==> config.mk <==
export PLATFORM = sky130hd
export DESIGN_NAME = uart_rx
export DESIGN_NICKNAME = d
export VERILOG_FILES = /design/src/rtl/uart_rx.sv
export SDC_FILE = /design/constraint.sdc
export NUM_CORES = 1
export LEC_CHECK = 0
export BUFFER_PORTS_ARGS = -buffer_cell sky130_fd_sc_hd__buf_2
export CORE_MARGIN = 2
export CORE_UTILIZATION = 60
export CTS_BUF_LIST = sky130_fd_sc_hd__clkbuf_8
export DETAILED_ROUTE_END_ITERATION = 7
export HOLD_SLACK_MARGIN = 0.03
export PLACE_DENSITY = 0.79
export SLEW_MARGIN = 40
export SYNTH_ARGS = -nofsm -noshare
export SYNTH_HDL_FRONTEND = slang
export SYNTH_SLANG_ARGS = --single-unit
==> constraint.sdc <==
create_clock -name CLK -period 5.5 [get_ports CLK]
set_input_delay 0 -clock CLK [delete_from_list [all_inputs] [get_ports CLK]]
set_output_delay 0 -clock CLK [all_outputs]
set_load 0.005 [all_outputs]
==> src/rtl/uart_rx.sv <==
// Oversampling UART receiver: 3-sample majority per bit, optional even/odd parity,
// registered P_DATA with a one-cycle data_valid pulse per good frame.
module uart_rx #(
  parameter int DATA_WIDTH     = 8,
  parameter int PRESCALE_WIDTH = 5
) (
  input  logic                      CLK,
  input  logic                      RST,
  input  logic                      RX_IN,
  input  logic [PRESCALE_WIDTH-1:0] Prescale,
  input  logic                      parity_enable,
  input  logic                      parity_type,
  output logic [DATA_WIDTH-1:0]     P_DATA,
  output logic                      data_valid
);

  localparam int PW    = PRESCALE_WIDTH;
  localparam int BIT_W = (DATA_WIDTH > 1) ? $clog2(DATA_WIDTH) : 1;

  typedef enum logic [2:0] {IDLE, START, DATA, PARITY, STOP} state_e;

  state_e                  state_q, state_d;
  logic [PW-1:0]           edge_cnt_q, edge_cnt_d;
  logic [BIT_W-1:0]        bit_cnt_q, bit_cnt_d;
  logic [1:0]              samp_q, samp_d;
  logic [DATA_WIDTH-1:0]   data_q, data_d;
  logic                    par_err_q, par_err_d;
  logic                    par_en_q, par_en_d;
  logic                    par_type_q, par_type_d;
  logic                    wait_high_q, wait_high_d;
  logic [DATA_WIDTH-1:0]   p_data_q, p_data_d;
  logic                    valid_q, valid_d;

  logic [PW-1:0]    half, samp_a, samp_c;
  logic             last_edge, at_samp_c, bit_val;
  logic [BIT_W-1:0] last_bit;

  assign half      = Prescale >> 1;
  assign samp_a    = half - PW'(1);
  assign samp_c    = half + PW'(1);
  assign last_edge = (edge_cnt_q == Prescale - PW'(1));
  assign at_samp_c = (edge_cnt_q == samp_c);
  assign last_bit  = BIT_W'(DATA_WIDTH - 1);
  // Third sample is the live line value; the first two were captured on earlier edges.
  assign bit_val   = (samp_q[0] & samp_q[1]) | (samp_q[0] & RX_IN) | (samp_q[1] & RX_IN);

  // NOTE: sequential state uses non-blocking assignments so every register sees
  // pre-edge values regardless of process ordering.
  always_ff @(posedge CLK or posedge RST) begin
    if (RST) state_q <= IDLE;
    else     state_q <= state_d;
  end

  always_comb begin
    state_d = state_q;
    unique case (state_q)
      IDLE:   if (!wait_high_q && !RX_IN) state_d = START;
      START: begin
        if (at_samp_c && bit_val) state_d = IDLE;
        else if (last_edge)       state_d = DATA;
      end
      DATA:   if (last_edge && bit_cnt_q == last_bit) state_d = par_en_q ? PARITY : STOP;
      PARITY: if (last_edge) state_d = STOP;
      STOP:   if (at_samp_c) state_d = IDLE;
      default: state_d = IDLE;
    endcase
  end

  // NOTE: every signal gets a hold default before the case so no path infers a latch.
  always_comb begin
    edge_cnt_d  = edge_cnt_q;
    bit_cnt_d   = bit_cnt_q;
    samp_d      = samp_q;
    data_d      = data_q;
    par_err_d   = par_err_q;
    par_en_d    = par_en_q;
    par_type_d  = par_type_q;
    wait_high_d = wait_high_q;
    p_data_d    = p_data_q;
    valid_d     = 1'b0;

    if (state_q == IDLE) begin
      edge_cnt_d = '0;
      bit_cnt_d  = '0;
      if (wait_high_q && RX_IN) wait_high_d = 1'b0;
      // The detecting edge is edge 0 of the start bit, so counting resumes at 1.
      if (state_d == START) begin
        edge_cnt_d = PW'(1);
        par_en_d   = parity_enable;
        par_type_d = parity_type;
        par_err_d  = 1'b0;
      end
    end else begin
      edge_cnt_d = last_edge ? '0 : edge_cnt_q + PW'(1);
      if (edge_cnt_q == samp_a) samp_d[0] = RX_IN;
      if (edge_cnt_q == half)   samp_d[1] = RX_IN;
    end

    unique case (state_q)
      DATA: begin
        if (at_samp_c) data_d[bit_cnt_q] = bit_val;
        if (last_edge) bit_cnt_d = (bit_cnt_q == last_bit) ? '0 : bit_cnt_q + BIT_W'(1);
      end
      PARITY: if (at_samp_c) par_err_d = (bit_val != ((^data_q) ^ par_type_q));
      STOP: begin
        if (at_samp_c) begin
          if (bit_val && !par_err_q) begin
            p_data_d = data_q;
            valid_d  = 1'b1;
          end else if (!bit_val) begin
            // A line still held low must go high before a new start is accepted.
            wait_high_d = !RX_IN;
          end
        end
      end
      default: ;
    endcase

    if (state_q != IDLE && state_d == IDLE) begin
      edge_cnt_d = '0;
      bit_cnt_d  = '0;
    end
  end

  always_ff @(posedge CLK or posedge RST) begin
    if (RST) begin
      edge_cnt_q  <= '0;
      bit_cnt_q   <= '0;
      samp_q      <= '0;
      data_q      <= '0;
      par_err_q   <= 1'b0;
      par_en_q    <= 1'b0;
      par_type_q  <= 1'b0;
      wait_high_q <= 1'b0;
      p_data_q    <= '0;
      valid_q     <= 1'b0;
    end else begin
      edge_cnt_q  <= edge_cnt_d;
      bit_cnt_q   <= bit_cnt_d;
      samp_q      <= samp_d;
      data_q      <= data_d;
      par_err_q   <= par_err_d;
      par_en_q    <= par_en_d;
      par_type_q  <= par_type_d;
      wait_high_q <= wait_high_d;
      p_data_q    <= p_data_d;
      valid_q     <= valid_d;
    end
  end

  assign P_DATA     = p_data_q;
  assign data_valid = valid_q;

endmodule

### Word level (Yosys, flattened, before mapping)

Index checks and enable logic that the tools add are counted.

* register bits: 34
* latch bits: 0
* bits in writable memories: 0
* memory bits (read-only): 0
* memories kept: 0

* add/sub/neg operators: 5
* multipliers: 0
* divide/modulo/power cells: 0
* magnitude comparators: 2
* equality and inequality tests: 11
* shifts and indexed selects: 0
* mux-type cells: 33
* bitwise logic cells: 7
* reduce and logical (&&, ||, !) cells: 19

Operators with widths (number)
* 3-bit two-way mux: 12
* 5-bit equality test: 3
* 1-bit two-way mux: 15
* 5-bit two-way mux: 3
* 3-bit one-hot mux with 5 select lines: 1
* 8-bit bitwise mux: 1
* 2-bit AND reduction: 4
* 8-bit XOR reduction: 1
* 1-bit logical AND: 7
* 3-bit by 1-bit equality test with 1-bit output (second input constant): 2
* 3-bit by 2-bit equality test with 1-bit output (second input constant): 2
* 3-bit equality test (second input constant): 2
* 3-bit logical NOT: 2
* 4-bit by 1-bit adder with 5-bit output (second input constant): 1
* 5-bit by 1-bit adder with 5-bit output (second input constant): 1
* 5-bit by 4-bit equality test with 1-bit output: 1
* 4-bit by 1-bit subtractor with 5-bit output (second input constant): 1
* 5-bit by 1-bit subtractor with 5-bit output (second input constant): 1
* 3-bit by 4-bit < comparator with 1-bit output (second input constant): 1
* 3-bit by 1-bit adder with 3-bit output (second input constant): 1
* 1-bit bitwise AND: 3
* 1-bit demux with 3-bit select: 1
* 3-bit by 1-bit >= comparator with 1-bit output (second input constant): 1
* 1-bit logical NOT: 3
* other kinds (6): 7

### Depth between registers and ports, before layout

Gate-level depths: netlist (run 1).

* depth in word-level cells: 11
* gate-level depth with buffers: 9
* gate-level depth less buffers: 8

### Least setup slack after synthesis (run 1)

No wires, ideal clock.

* kind: reg-to-reg
* from: register edge_cnt_q[3]
* to: register data_q[3]
* library setup time: 125 ps
* arrival: 1965 ps
* required time: 5375 ps
* slack: 3410 ps
* stages on the path, launching flop included: 7
* path buffers: 0
* period minus slack after synthesis: 2090 ps
* path through: dfrtp_1 -> xnor2_1 -> xnor2_1 -> o2111ai_1 -> or3_4 -> nor3b_1 -> mux2_2

* cells in the longest elaborated chain, start to end: 2

RTL lines
* start: declaration: line 23 `logic [PW-1:0] edge_cnt_q, edge_cnt_d;`
* start signal: assignment: line 138 `edge_cnt_q <= edge_cnt_d;`
* 5-bit equality test: line 42 `assign at_samp_c = (edge_cnt_q == samp_c);`
* 2-bit AND reduction (no line)
* end signal: assignment: line 141 `data_q <= data_d;`
* end: declaration: line 26 `logic [DATA_WIDTH-1:0] data_q, data_d;`

Every way passes these cells.
A chain may end at the register's enable or synchronous reset.

### Worst setup path after layout (run 1)

* from: register edge_cnt_q[2]
* to: register data_q[5]

The elaborated chain is that of the path after synthesis.

==> results of run 1 <==
-- kinds of logic (layout without fill, tap and decap cells) --
kind of cell / Yosys count / count (layout)
adder cells (fa/ha/maj): 8 / 8
flip-flops: 34 / 34
XOR/XNOR: 27 / 27
AO/OA/AOI/OAI: 31 / 31
AND/OR/NAND/NOR: 58 / 58
buffers and inverters: 18 / 38
multiplexers: 21 / 21
-- timing repair --
item	CTS	global route
resized for setup	0	0
endpoints found under the hold margin	36	0
hold buffers	3	0
-- worst min-delay path by stage --
stage                from         end  slack (ns)  cells past startpoint
finish              RX_IN   samp_q[1]        0.03                      2
global route        RX_IN   samp_q[1]        0.05                      2
CTS                 RX_IN   samp_q[1]        0.03                      2
detailed placement    RST   P_DATA[7]        0.11                      3
global placement      RST  data_valid        0.10                      3
floorplan             RST   P_DATA[0]        0.14                      1
-- worst max-delay path, stage by stage, from the launching register on --
cell,delay (ns)
sky130_fd_sc_hd__dfrtp_1,0.56
sky130_fd_sc_hd__o21ba_2,0.22
sky130_fd_sc_hd__a221oi_1,0.32
sky130_fd_sc_hd__o2111ai_2,0.33
sky130_fd_sc_hd__or3_4,0.51
sky130_fd_sc_hd__nor3b_1,0.26
sky130_fd_sc_hd__mux2_2,0.37
-- stage by stage --
| step | total power [uW] | utilization | setup WS, ns |
|---|---|---|---|
| 2_1_floorplan | 715 | - | 3.41 |
| 3_3_place_gp | 758 | 0.660 | 2.82 |
| 3_5_place_dp | 779 | 0.663 | 2.85 |
| 4_1_cts | 951 | 0.696 | 2.79 |
| 6_report | 946 | 0.696 | 2.82 |
| 5_1_grt | 1020 | 0.696 | 2.64 |
-- layer usage --
layer / global-route usage / part of all wire / vias up
li1: - / - / 745
met1: 0.300 / 0.45 / 766
met2: 0.384 / 0.50 / 26
met3: 0.0536 / 0.029 / 9
met4: 0.0897 / 0.019 / 0
met5: 0 / 0 / -
-- flip-flops by register name, indices dropped and copies added, names as in the netlist --
register,cells
P_DATA,8
data_q,8
par_type_q,1
par_en_q,1
wait_high_q,1
par_err_q,1
data_valid,1
state_q,3
bit_cnt_q,3
edge_cnt_q,5
samp_q,2
-- cell usage after synthesis (2+ instances only) --
cell,number
sky130_fd_sc_hd__dfrtp_1,34
sky130_fd_sc_hd__mux2_2,19
sky130_fd_sc_hd__xnor2_1,17
sky130_fd_sc_hd__nand2_1,13
sky130_fd_sc_hd__xor2_1,10
sky130_fd_sc_hd__inv_1,9
sky130_fd_sc_hd__ha_1,7
sky130_fd_sc_hd__nor2_1,7
sky130_fd_sc_hd__a21oi_1,6
sky130_fd_sc_hd__nand3_1,5
sky130_fd_sc_hd__buf_2,4
sky130_fd_sc_hd__nand3b_1,4
sky130_fd_sc_hd__nor2b_1,4
sky130_fd_sc_hd__nor3_1,4
sky130_fd_sc_hd__o31ai_1,4
sky130_fd_sc_hd__nor3b_1,3
sky130_fd_sc_hd__o21ai_0,3
sky130_fd_sc_hd__a21boi_0,2
sky130_fd_sc_hd__a22oi_2,2
sky130_fd_sc_hd__a31oi_1,2
sky130_fd_sc_hd__buf_4,2
sky130_fd_sc_hd__clkbuf_1,2
sky130_fd_sc_hd__mux2i_1,2
sky130_fd_sc_hd__nand4_1,2
sky130_fd_sc_hd__nor4_1,2
sky130_fd_sc_hd__o2111ai_1,2
sky130_fd_sc_hd__o211ai_1,2
sky130_fd_sc_hd__or3_1,2
sky130_fd_sc_hd__or3_4,2
-- where the power goes --
part	total, uW	switching [uW]	internal, uW	leakage [uW]
clock	168	83.5	84.7	0.0000438
sequential	390	80.8	309	0.000454
combinational	388	198	190	0.000616
total	946	362	584	0.00111
-- placed cells by master (no fill, tap or decap), types with 6 or more instances in the layout --
| master | count |
|---|---|
| sky130_fd_sc_hd__dfrtp_1 | 34 |
| sky130_fd_sc_hd__nand2_1 | 13 |
| sky130_fd_sc_hd__inv_1 | 9 |
| sky130_fd_sc_hd__mux2_2 | 19 |
| sky130_fd_sc_hd__a21oi_1 | 6 |
| sky130_fd_sc_hd__xor2_1 | 10 |
| sky130_fd_sc_hd__nor2_1 | 7 |
| sky130_fd_sc_hd__xnor2_1 | 17 |
| sky130_fd_sc_hd__ha_1 | 7 |
| sky130_fd_sc_hd__buf_2 | 18 |
-- area by class of cell --
type | instances | area [sq um]
inverters | 9 | 33.8
clock buffers | 5 | 68.8
flip-flops and latches | 34 | 851
clock inverters | 2 | 10.0
fillers | 281 | 1020
multi-input cells | 145 | 1190
well taps | 46 | 57.6
repair buffers | 22 | 128
==> parameters.txt, run 1 <==
Parameter                              Value

Logic synthesis
  Compound-cell area share of the yosys netlist ... 0.122
  Summed instance area of the synthesized netlist ... 2120 sq um
  Main flop type after synthesis ... sky130_fd_sc_hd__dfrtp_1
  Synth Instances ... between 150 and 200
  Synthesized-area fraction occupied by adder cells ... 0.0460
  Synthesized netlist net count ... roughly 210
  Top area cells in the synthesized netlist ... sky130_fd_sc_hd__dfrtp_1 40%, sky130_fd_sc_hd__mux2_2 10%, sky130_fd_sc_hd__xnor2_1 7.0%
  Async S/R FF share, synth ... 1.00
  Multiplexer area fraction after synthesis ... 0.110
  Synth Register Bits ... 34
  Cell accounting for the most synthesized area ... sky130_fd_sc_hd__dfrtp_1
  Share of synthesized cell area in and, or, nand and nor gates ... 0.166
  Post-Synth XOR/XNOR Area ... 0.112
  Average footprint of a synthesized cell ... between 10 and 15 sq um
  Number of warnings reported in the yosys synthesis log ... 0
  Fraction of post-synthesis cell area in the top cell type by area ... 0.401
  Number of flops mapped to enable cells by yosys ... 0
  Largest family of logic cells by synthesized area ... simple AND/OR/NAND/NOR gates
  Sequential element share of the synthesized area ... 0.401
  Synth unique cells ... 49

Final layout
  Final standard cell count with taps included and fillers excluded ... ~260
  Ant. Diodes ... 0
  Total number of nets in the final design ... 234
  Fin area ... about 2300 sq um
  Signed area change from the synthesized netlist to the final layout ... 10.3%
  Share of layout cells above drive strength 1 ... 0.286

Die
  Vertical die dimension ... roughly 63 um
  Number of core rows ... 21
  Effective utilization at floorplan ... 0.631
  Die area ... 4030 sq um
  Width of the die ... between 60 and 70 um
  Top Ports ... 19
  Core outline area ... 3360 sq um

Global route
  GRT Overall Usage ... 0.234
  Pin count of the biggest net entering global routing ... 35
  Wire length of the first global-routing pass ... around 7.2 mm
  Grt total ovfl ... 0
  Number of global-route vias before repair ... ~1500
  Initial antenna violation count ... 0

Drt
  Via count ... 1546
  Antenna Nets Post-Route ... 0
  Drt total wl ... just over 4 mm
  Detailed Route Iter0 Violations ... ~110
  Post-detailed-route wirelength per cell ... 15.6 um
  First-pass detailed-route iteration total ... 4
  DRC violation count after routing ... 0
  Via density ... ~5.9

Worst setup path
  Worst EP required ... ~5.7 ns
  Worst setup path startpoint ... edge_cnt_q[2]
  Launching point of the worst reg2reg path ... edge_cnt_q[2]
  Critical path type ... flip-flop to flip-flop
  Worst endpoint data arrival time ... 2.85 ns
  Worst R2R Setup Slack ... around 2.8 ns
  Cell depth of the worst flop-to-flop path ... 6
  Critical path endpoint ... data_q[5]
  Kind of capture point of the worst setup path ... flip-flop
  Critical Path Source Type ... flip-flop
  Endpoint of the worst-slack reg-to-reg timing path ... data_q[5]
  Max Fanout on Critical Path ... 11

Placement
  DPL Wire Length ... between 3 and 4 mm
  Placer Congestion ... ~0.89
  Cell Count Post-Placement ... 253
  Area post-placement ... 2230 sq um
  Input/output buffers ... 18

Clock network
  H-tree depth ... 2
  Max clock buf depth ... 2
  Total clock buffers created by CTS ... 5
  Insertion delay to the later sink of the worst-skew pair ... between 0.2 and 0.3 ns
  Root buffer selected by CTS ... sky130_fd_sc_hd__clkbuf_8
  Sink Count ... 34
  Post-CTS Setup Inserts ... 0
  Clock-pin slew reported for the worst setup and hold paths after clock tree synthesis ... around 0.060 ns
  CTS tree ... yes

Timing
  Maximum operating frequency ... around 370 MHz
  Final TNS setup ... 0 ns
  Setup-failing EPs final ... 0
  Ratio of final minimum period to clock period ... 0.488
  Pins over their slew limit ... 0
  Final clock skew ... between 0.004 and 0.005 ns
  Minimum clock period ... about 2.7 ns
  Number of hold violations in the final report ... 0
  Unrepaired setup endpoints after global routing ... false
  Normalized max-slew margin ... 0.619
  Worst Tran Pin Value ... between 0.5 and 0.6 ns
  Worst hold margin ... around 0.032 ns

Pwr
  Static Leakage ... roughly 0.0011 uW
  P per Cell Area ... between 400 and 500 nW/um^2
  VDD IR-drop max ... 0.000213 V

Run
  Number of maximum-capacitance violations ... 0

Worst hold path
  Worst hold path class ... primary input to flip-flop

Outcome
  Status ... completed
Power figures use the tool's default switching activity.
==> run 2: changes to the inputs <==
Clock period 5.5 ns to 2.6 ns, I/O delays scaled along.
==> parameters.txt, run 2 (synthesis gave the netlist of run 1 again) <==
Parameter                              Value

Drt
  Drt total wl ... between 4 and 5 mm
  Via count ... between 1500 and 2000
  Via density ... a little under 6
  DRC violation count after routing ... 0
  Antenna Nets Post-Route ... 0
  Detailed Route Iter0 Violations ... 103
  Post-detailed-route wirelength per cell ... 16.0 um
  First-pass detailed-route iteration total ... 4

Die
  Width of the die ... ~63 um
  Number of core rows ... 21
  Top Ports ... 19
  Vertical die dimension ... 63.5 um
  Effective utilization at floorplan ... 0.631
  Die area ... 4030 sq um
  Core outline area ... roughly 3400 sq um

Final layout
  Leading cell type in the layout, fill and taps excluded ... sky130_fd_sc_hd__dfrtp_1
  Total number of nets in the final design ... between 200 and 250
  Most frequent cells in the layout ... 33 x sky130_fd_sc_hd__dfrtp_1, 19 x sky130_fd_sc_hd__mux2_2, 18 x sky130_fd_sc_hd__buf_2
  Share of layout cells above drive strength 1 ... 0.297
  Final standard cell count with taps included and fillers excluded ... between 200 and 300
  Fin area ... about 2400 sq um
  Signed area change from the synthesized netlist to the final layout ... 13.3%
  Ant. Diodes ... 0

Timing
  Minimum clock period ... roughly 2.4 ns
  Maximum operating frequency ... 420 MHz
  Setup-failing EPs final ... 0
  Final clock skew ... 0.00442 ns
  Final Worst Setup Slack ... roughly 0.22 ns
  Final TNS setup ... 0 ns
  Unrepaired setup endpoints after global routing ... false
  Ratio of final minimum period to clock period ... 0.916
  Number of hold violations in the final report ... 0
  Pins over their slew limit ... 0
  Normalized max-slew margin ... 0.598
  Worst Tran Pin Value ... roughly 0.6 ns
  Worst hold margin ... approximately 0.18 ns

Placement
  Placer Congestion ... between 0.8 and 0.9
  Worst setup timing slack at the placement stage ... roughly 0.18 ns
  DPL Wire Length ... between 3 and 4 mm
  Input/output buffers ... 18
  Cell Count Post-Placement ... 256
  Area post-placement ... ~2200 sq um

Clock network
  Root buffer selected by CTS ... sky130_fd_sc_hd__clkbuf_8
  H-tree depth ... 2
  Max clock buf depth ... 2
  Clock-pin slew reported for the worst setup and hold paths after clock tree synthesis ... around 0.070 ns
  CTS tree ... yes
  Sink Count ... 34
  Total clock buffers created by CTS ... 5
  Insertion delay to the later sink of the worst-skew pair ... just under 0.3 ns

Worst setup path
  Critical Path Source Type ... flip-flop
  Worst R2R Setup Slack ... about 0.22 ns
  Cell depth of the worst flop-to-flop path ... 6
  Worst endpoint data arrival time ... between 2 and 3 ns
  Kind of capture point of the worst setup path ... flip-flop
  Max Fanout on Critical Path ... 5
  Worst EP required ... 2.78 ns
  Critical path type ... flip-flop to flip-flop

Global route
  Number of global-route vias before repair ... 1651
  Initial antenna violation count ... 0
  GRT Overall Usage ... 0.239
  Pin count of the biggest net entering global routing ... 29
  Wire length of the first global-routing pass ... between 7 and 8 mm
  Grt total ovfl ... 0

Run
  Number of maximum-capacitance violations ... 0

Pwr
  VDD IR-drop max ... between 0.0006 and 0.0007 V
  Static Leakage ... 0.00114 uW
  P per Cell Area ... between 900 and 1000 nW/um^2

Outcome
  Status ... completed

Worst hold path
  Worst hold path class ... primary input to async pin
[run 2: where the power goes]
group | total (uW) | switching (uW) | internal (uW)
clock network | 485 | 200 | 285
logic | 856 | 435 | 421
registers | 829 | 174 | 655
[run 2: worst paths after layout]
path                                from       endpoint
hold reg to reg                P_DATA[3]      P_DATA[3]
hold / removal                       RST      P_DATA[7]
setup / recovery           edge_cnt_q[3]      data_q[5]
min in group CLK             Prescale[2]      samp_q[1]
setup reg to reg           edge_cnt_q[3]      data_q[5]
max in group asynchronous            RST  edge_cnt_q[2]
[run 2: worst max-delay path: stages (launching register included)]
cell                        delay, ns
sky130_fd_sc_hd__dfrtp_1         0.45
sky130_fd_sc_hd__xnor2_1         0.42
sky130_fd_sc_hd__xnor2_1         0.17
sky130_fd_sc_hd__o2111ai_1       0.18
sky130_fd_sc_hd__or3_4           0.44
sky130_fd_sc_hd__nor3b_1         0.24
sky130_fd_sc_hd__mux2_2          0.36
[run 2: area by class of cell]
class,count,area [sq um]
Multi-Input combinational cell,145,1180
Fill cell,273,961
Sequential cell,34,852
Timing Repair Buffer,26,160
Clock buffer,5,68.8
Tap cell,46,57.6
Clock inverter,3,45.0
Inverter,9,33.8
[run 2: what timing repair did]
item / CTS / global route
setup endpoints to repair: 0 / 13
buffers inserted: 0 / 0
hold buffers: 4 / 0
endpoints found under the hold margin: 38 / 0
resized for setup: 0 / 1
[run 2: metrics by stage]
step	total power, uW	util
floorplan	1510	-
global placement	1620	0.667
detailed placement	1680	0.668
CTS	2180	0.714
global route	2320	0.714
finish	2170	0.714
[run 2: layer usage]
layer	wire length, um	up-vias	track usage
met5	0	-	0
met4	56	0	0.106
met3	181	7	0.0518
met2	2190	37	0.400
met1	1850	765	0.295
li1	-	746	-
